`src/rtl/keypad_lock_if.sv`:
```
// keypad_lock_if: key event inputs and lock status outputs between keypad side and lock controller
interface keypad_lock_if #(
   parameter int CODE_LEN = 4
) ();
   logic                key_valid;
   logic [3:0]          key_code;
   logic                prog_req;
   logic [2:0]          state;
   logic                unlocked;
   logic [CODE_LEN-1:0] password_led;
   logic [3:0]          fail_count;
   logic                alarm;
   modport master (
      output key_valid, key_code, prog_req,
      input  state, unlocked, password_led, fail_count, alarm
   );
   modport slave (
      input  key_valid, key_code, prog_req,
      output state, unlocked, password_led, fail_count, alarm
   );
endinterface

```
`src/rtl/keypad_lock_ctrl.sv`:
```
// keypad_lock_ctrl: code entry, relock, reprogramming and lockout FSM driven by decoded key events
module keypad_lock_ctrl #(
   parameter int                    CODE_LEN       = 4,
   parameter int                    MAX_TRIES      = 3,
   parameter int                    LOCKOUT_CYCLES = 1000,
   parameter logic [CODE_LEN*4-1:0] DEFAULT_CODE   = 16'h1234
) (
   input logic         clk,
   input logic         reset,
   keypad_lock_if.slave bus
);
   localparam int W  = CODE_LEN * 4;
   localparam int CW = $clog2(CODE_LEN + 1);
   localparam int LW = LOCKOUT_CYCLES > 1 ? $clog2(LOCKOUT_CYCLES) : 1;
   typedef enum logic [2:0] {LOCKED = 3'd0, ENTRY = 3'd1, OPEN = 3'd2, PROGRAM = 3'd3, LOCKOUT = 3'd4} state_t;
   state_t              st, nxt_st;
   logic [W-1:0]        ent, nxt_ent, app_ent, code, nxt_code;
   logic [W+3:0]        shifted;
   logic [CW-1:0]       cnt, nxt_cnt, app_cnt;
   logic [3:0]          fail, nxt_fail, inc_fail;
   logic [LW-1:0]       lcnt, nxt_lcnt;
   logic [CODE_LEN-1:0] nxt_led;
   logic                is_dig, is_star, is_hash, full, clr;
   assign bus.state      = st;
   assign bus.fail_count = fail;
   // next-state, buffer, stored code and counters; the entry buffer is cleared on every state change except LOCKED->ENTRY
   always_comb begin
      nxt_st   = st;
      nxt_ent  = ent;
      nxt_cnt  = cnt;
      nxt_fail = fail;
      nxt_code = code;
      nxt_lcnt = lcnt;
      clr      = 1'b0;
      is_dig   = bus.key_valid && bus.key_code <= 4'd9;
      is_star  = bus.key_valid && bus.key_code == 4'd10;
      is_hash  = bus.key_valid && bus.key_code == 4'd11;
      full     = cnt == CW'(CODE_LEN);
      shifted  = {ent, bus.key_code};
      app_ent  = full ? ent : shifted[W-1:0];
      app_cnt  = full ? cnt : cnt + CW'(1);
      inc_fail = fail == 4'hf ? fail : fail + 4'd1;
      case (st)
         LOCKED: begin
            if (is_dig) begin
               nxt_st  = ENTRY;
               nxt_ent = app_ent;
               nxt_cnt = app_cnt;
            end
         end
         ENTRY: begin
            if (is_dig) begin
               nxt_ent = app_ent;
               nxt_cnt = app_cnt;
            end else if (is_star) begin
               nxt_st = LOCKED;
               clr    = 1'b1;
            end else if (is_hash) begin
               clr = 1'b1;
               if (full && ent == code) begin
                  nxt_st   = OPEN;
                  nxt_fail = 4'd0;
               end else begin
                  nxt_fail = inc_fail;
                  nxt_st   = 32'(inc_fail) == MAX_TRIES ? LOCKOUT : LOCKED;
                  nxt_lcnt = '0;
               end
            end
         end
         OPEN: begin
            if (is_hash) begin
               nxt_st = LOCKED;
               clr    = 1'b1;
            end else if (is_star && bus.prog_req) begin
               nxt_st = PROGRAM;
               clr    = 1'b1;
            end
         end
         PROGRAM: begin
            if (is_dig) begin
               nxt_ent = app_ent;
               nxt_cnt = app_cnt;
            end else if (is_star) begin
               nxt_st = OPEN;
               clr    = 1'b1;
            end else if (is_hash) begin
               clr = 1'b1;
               if (full) begin
                  nxt_code = ent;
                  nxt_st   = OPEN;
               end
            end
         end
         LOCKOUT: begin
            clr = 1'b1;
            if (lcnt == LW'(LOCKOUT_CYCLES - 1)) begin
               nxt_st   = LOCKED;
               nxt_fail = 4'd0;
               nxt_lcnt = '0;
            end else begin
               nxt_lcnt = lcnt + LW'(1);
            end
         end
         default: begin
            nxt_st = LOCKED;
            clr    = 1'b1;
         end
      endcase
      if (clr) begin
         nxt_ent = '0;
         nxt_cnt = '0;
      end
      for (int i = 0; i < CODE_LEN; i++) nxt_led[i] = 32'(nxt_cnt) > i;
   end
   // state, buffer, code and counter registers plus registered status outputs
   always_ff @(posedge clk or posedge reset) begin
      if (reset) begin
         st               <= LOCKED;
         ent              <= '0;
         cnt              <= '0;
         fail             <= '0;
         code             <= DEFAULT_CODE;
         lcnt             <= '0;
         bus.password_led <= '0;
         bus.unlocked     <= 1'b0;
         bus.alarm        <= 1'b0;
      end else begin
         st               <= nxt_st;
         ent              <= nxt_ent;
         cnt              <= nxt_cnt;
         fail             <= nxt_fail;
         code             <= nxt_code;
         lcnt             <= nxt_lcnt;
         bus.password_led <= nxt_led;
         bus.unlocked     <= nxt_st == OPEN || nxt_st == PROGRAM;
         bus.alarm        <= nxt_st == LOCKOUT;
      end
   end
endmodule

```
`src/flat_wrapper.sv`:
```
// flat-port wrapper written by rule: the top's interface ports become plain ports
module keypad_lock_ctrl_flat 
#(
   parameter int                    CODE_LEN       = 4,
   parameter int                    MAX_TRIES      = 3,
   parameter int                    LOCKOUT_CYCLES = 1000,
   parameter logic [CODE_LEN*4-1:0] DEFAULT_CODE   = 16'h1234
)
  (clk, reset, bus_key_valid, bus_key_code, bus_prog_req, bus_state, bus_unlocked, bus_password_led, bus_fail_count, bus_alarm);
  keypad_lock_if #(.CODE_LEN(CODE_LEN)) bus_i ();
  input logic clk;
  input logic reset;
  input wire logic [$bits(bus_i.key_valid)-1:0] bus_key_valid;
  input wire logic [$bits(bus_i.key_code)-1:0] bus_key_code;
  input wire logic [$bits(bus_i.prog_req)-1:0] bus_prog_req;
  output wire logic [$bits(bus_i.state)-1:0] bus_state;
  output wire logic [$bits(bus_i.unlocked)-1:0] bus_unlocked;
  output wire logic [$bits(bus_i.password_led)-1:0] bus_password_led;
  output wire logic [$bits(bus_i.fail_count)-1:0] bus_fail_count;
  output wire logic [$bits(bus_i.alarm)-1:0] bus_alarm;
  assign bus_i.key_valid = bus_key_valid;
  assign bus_i.key_code = bus_key_code;
  assign bus_i.prog_req = bus_prog_req;
  assign bus_state = bus_i.state;
  assign bus_unlocked = bus_i.unlocked;
  assign bus_password_led = bus_i.password_led;
  assign bus_fail_count = bus_i.fail_count;
  assign bus_alarm = bus_i.alarm;
  keypad_lock_ctrl #(.CODE_LEN(CODE_LEN), .MAX_TRIES(MAX_TRIES), .LOCKOUT_CYCLES(LOCKOUT_CYCLES), .DEFAULT_CODE(DEFAULT_CODE)) u_core (.clk(clk), .reset(reset), .bus(bus_i));
endmodule
```
`config.mk`:
```
export PLATFORM = sky130hd
export DESIGN_NAME = keypad_lock_ctrl_flat
export DESIGN_NICKNAME = d
export VERILOG_FILES = /design/src/rtl/keypad_lock_if.sv /design/src/rtl/keypad_lock_ctrl.sv /design/src/flat_wrapper.sv
export SDC_FILE = /design/constraint.sdc
export NUM_CORES = 1
export LEC_CHECK = 0
export ABC_AREA = 1
export BUFFER_PORTS_ARGS = -buffer_cell sky130_fd_sc_hd__buf_2
export CORE_AREA = 2 2 74 76
export DETAILED_ROUTE_END_ITERATION = 6
export DIE_AREA = 0 0 76 78
export PLACE_DENSITY = 0.79
export REMOVE_ABC_BUFFERS = 1
export SLEW_MARGIN = 20
export SYNTH_ARGS = -nofsm -noshare
export SYNTH_HDL_FRONTEND = slang
export SYNTH_SLANG_ARGS = --single-unit
```
`constraint.sdc`:
```
create_clock -name clk -period 3.2 [get_ports clk]
set_input_delay 0.48 -clock clk [delete_from_list [all_inputs] [get_ports clk]]
set_output_delay 0.48 -clock clk [all_outputs]
set_load 0.01 [all_outputs]
```
==> impl_results.md <==
- Starting Density: 64.5%
- R2R depth: 7
- Total wire length: between 6000 and 7000 um
- Via Count: about 2700
- Crit-path slowest cell: nand4_2
- Post-synthesis to final-layout area growth: 11.9%
- Total Neg Setup Slack: 0 ns
- Residual DRC count: 0
- Global-route wire length before repair: 11100 um
- Clk Latency, worst-skew pair: 0.34 ns
- Util after Layout: 72.1%
- Synthesized flop and latch total: 57
- Root buffer cell: clkbuf_8
- Adder-cell share of the synthesized area: 1.54%
- Max Slew Vio Count: 0
- # port buffers: 20
- Leak Pwr: 0.00182 uW
- Register area share after synthesis: between 40 and 50%
- Synthesized area per cell: 7.58 um2
- Hold WS: ~0.27 ns
- Critical Path AT: 2.38 ns
- Skew final: 0.00792 ns
- Final setup fails: 0
- I/O pins: 21
- Worst r2r src: u_core.cnt[0]$_DFF_PP0_
- Power per cell area: between 800 and 900 nW/um2
- Yosys cell types: 37
- Kind of critical path: reg -> reg
- CP dominant cell by count: nand2_1
- Main synth FF type: dfrtp_1
- Portion of netlist area occupied by mux cells: 0.346%
- Synth cell count leaders: nand2_1, inv_1, dfrtp_1
- Simple-Gate Fraction of Synth Area: between 30% and 40%
- Die H: 78 um
- DR vias/cell: roughly 5.1
- Nets: 466
- RSZ-0062 raised after global routing: no
- Layout cell share with drive strength beyond 1: 19.2%
- Number of global-route vias before repair: between 2000 and 2500
- Initial antenna violation count: 0
- Clock buffer depth: 2
- Fmax: 471 MHz
- 1st-pass router iterations: 4
- Setup Slack @ Placement: 1.07 ns
- Final WS setup: 1.07 ns
- Num rows: 26
- Fin crit period: 2.13 ns
- Synth area leader: dfrtp_1
- Reg-to-reg endpoint: u_core.ent[11]$_DFFE_PP0P_
- Clock sink total: 57
- H-tree levels: 3
- Worst-path cell chain: inv_1 -> ha_1 -> nand2_1 -> nand4_2 -> inv_2 -> nand2_1 -> a21oi_1
- Worst path bufs/invs: 2
- Final ANT Viol Nets: 0
- Compound-Gate Fraction of Synth Area: 9.47%
- Number of synthesized flops with an enable pin: 0
- Cts repair resizes: 0
- Relative max-transition margin: just under 50%
- CTS Hold Bufs: 0
- CP Capture Type: register
- Die Area: 5930 um2
- Critical path startpoint category: register
- Levels on crit path: 7
- Worst VDD drop: roughly 0.00047 V
- Post-CTS setup buffers: 0
- Synthesized cell area: 3250 um2
- Total gr overflow: 0
- CTS Buf Count: 9
- Flop-to-flop setup slack: 1.07 ns
- Avg WL per Cell: 12.2 um
- Ys Warns: 0
- Main combinational cell family by area after synthesis: simple AND/OR/NAND/NOR gates
- Crit path max-delay family: simple AND/OR/NAND/NOR gates
- Placed cells: 513
- Worst Tran Pin Value: 0.764 ns
- Most common cell in the synthesized netlist: nand2_1
- Post-DP HPWL: 4740 um
- Area fraction of the dominant cell type after synthesis: 40.0%
- # diodes: 0
- Final Non-Filler Cells: 529
- Max-Cap Viols: 0
- Worst min-delay path class: in -> async
- Final Hold Violating Endpoints: 0
- Asr flop ratio synth: between 90% and 100%
- Status: finished, final reports clean
- Post-synthesis cell count: 429
- Total track usage: 24.1%
- Largest net degree at the start of global routing: 38
- Chip width: 76 um
- Critical path required time: 3.46 ns
- Final GP Congestion: 0.842
- Worst-path fanout max: 20
- Clk slew on worst S/H paths: 0.07 ns
- Initial DRC Count: approximately 140
- CORE AREA: 5040 um2
- Synth Area in XOR/XNOR: 2.39%
- Largest stage delay on the critical path: roughly 0.5 ns
- Fin crit share: 66.4%
- Synth top area cells: dfrtp_1, nand2_1, inv_1
- Clock tree from TritonCTS: yes
-- cell families (layout without fill, tap and decap cells) --
kind of cell               count (synthesis)  after routing
DFF                                       57             57
adders and majority gates                  4              4
buffers and inverters                     68             98
muxes                                      1              1
AOI/OAI and AO/OA                         49             49
and+or+nand+nor                          242            242
xor gates and xnor gates                   8              8
-- worst max path at each step --
stage / slack [ns] / from / end
2_1_floorplan: 1.21 / u_core.cnt[0]$_DFF_PP0_ / u_core.code[10]$_DFFE_PP0P_
3_3_place_gp: 1.17 / bus_key_code[2] / u_core.ent[2]$_DFFE_PP0P_
3_5_place_dp: 1.07 / bus_key_code[2] / u_core.ent[8]$_DFFE_PP0P_
4_1_cts: 1.07 / u_core.cnt[0]$_DFF_PP0_ / u_core.ent[11]$_DFFE_PP0P_
5_1_grt: 0.91 / u_core.cnt[0]$_DFF_PP0_ / u_core.ent[11]$_DFFE_PP0P_
6_report: 1.07 / u_core.cnt[0]$_DFF_PP0_ / u_core.ent[11]$_DFFE_PP0P_
-- metal layers --
metal | GRT usage, % | wire length (um) | vias to the layer above
li1 | - | - | 1387
met1 | 30.4 | 2880 | 1244
met2 | 38.8 | 3200 | 55
met3 | 7.44 | 311 | 8
met4 | 9.82 | 87 | 0
met5 | 0 | 0 | -
-- power breakdown --
group / total (uW) / internal (uW) / switching (uW)
Sequential: 1170 / 926 / 241
Clock: 830 / 534 / 296
Combinational: 966 / 390 / 576
Total: 2960 / 1850 / 1110
-- metrics by stage --
stage                     cell area [um2]  total power [uW]
after floorplan                      3180              1890
after global placement               3390              2100
after detailed placement             3390              2140
after CTS                            3640              2980
after global routing                 3640              3180
final                                3640              2960
-- layout by cell type, fill, tap and decap left out, drive strengths merged --
cell type,instances
a21oi,19
buf,23
bufinv,3
clkbuf,10
clkinv,3
dfrtp,52
dfstp,5
ha,4
inv,59
mux2,1
nand2,167
nand3,14
nand3b,2
nand4,11
nor2,34
nor3,6
nor3b,1
o21ai,26
o21bai,2
o31ai,2
or2,7
xnor2,1
xor2,7
-- state kept, by name, summed over array words and instances, names as in the netlist --
register / cells
u_core.cnt: 2
u_core.bus.alarm: 1
u_core.bus.fail_count: 4
u_core.code: 16
u_core.bus.password_led: 4
u_core.lcnt: 10
u_core.bus.unlocked: 1
u_core.bus.state: 3
u_core.ent: 16
-- area by class of cell --
| type | instances | area (um2) |
|---|---|---|
| Clock inverter | 6 | 105 |
| Timing Repair Buffer | 23 | 123 |
| Tap cell | 70 | 87.6 |
| Inverter | 59 | 221 |
| Fill cell | 404 | 1410 |
| Sequential cell | 57 | 1430 |
| Clock buffer | 10 | 138 |
| Multi-Input combinational cell | 304 | 1530 |
Note: power is estimated with default switching activity, not from simulation.
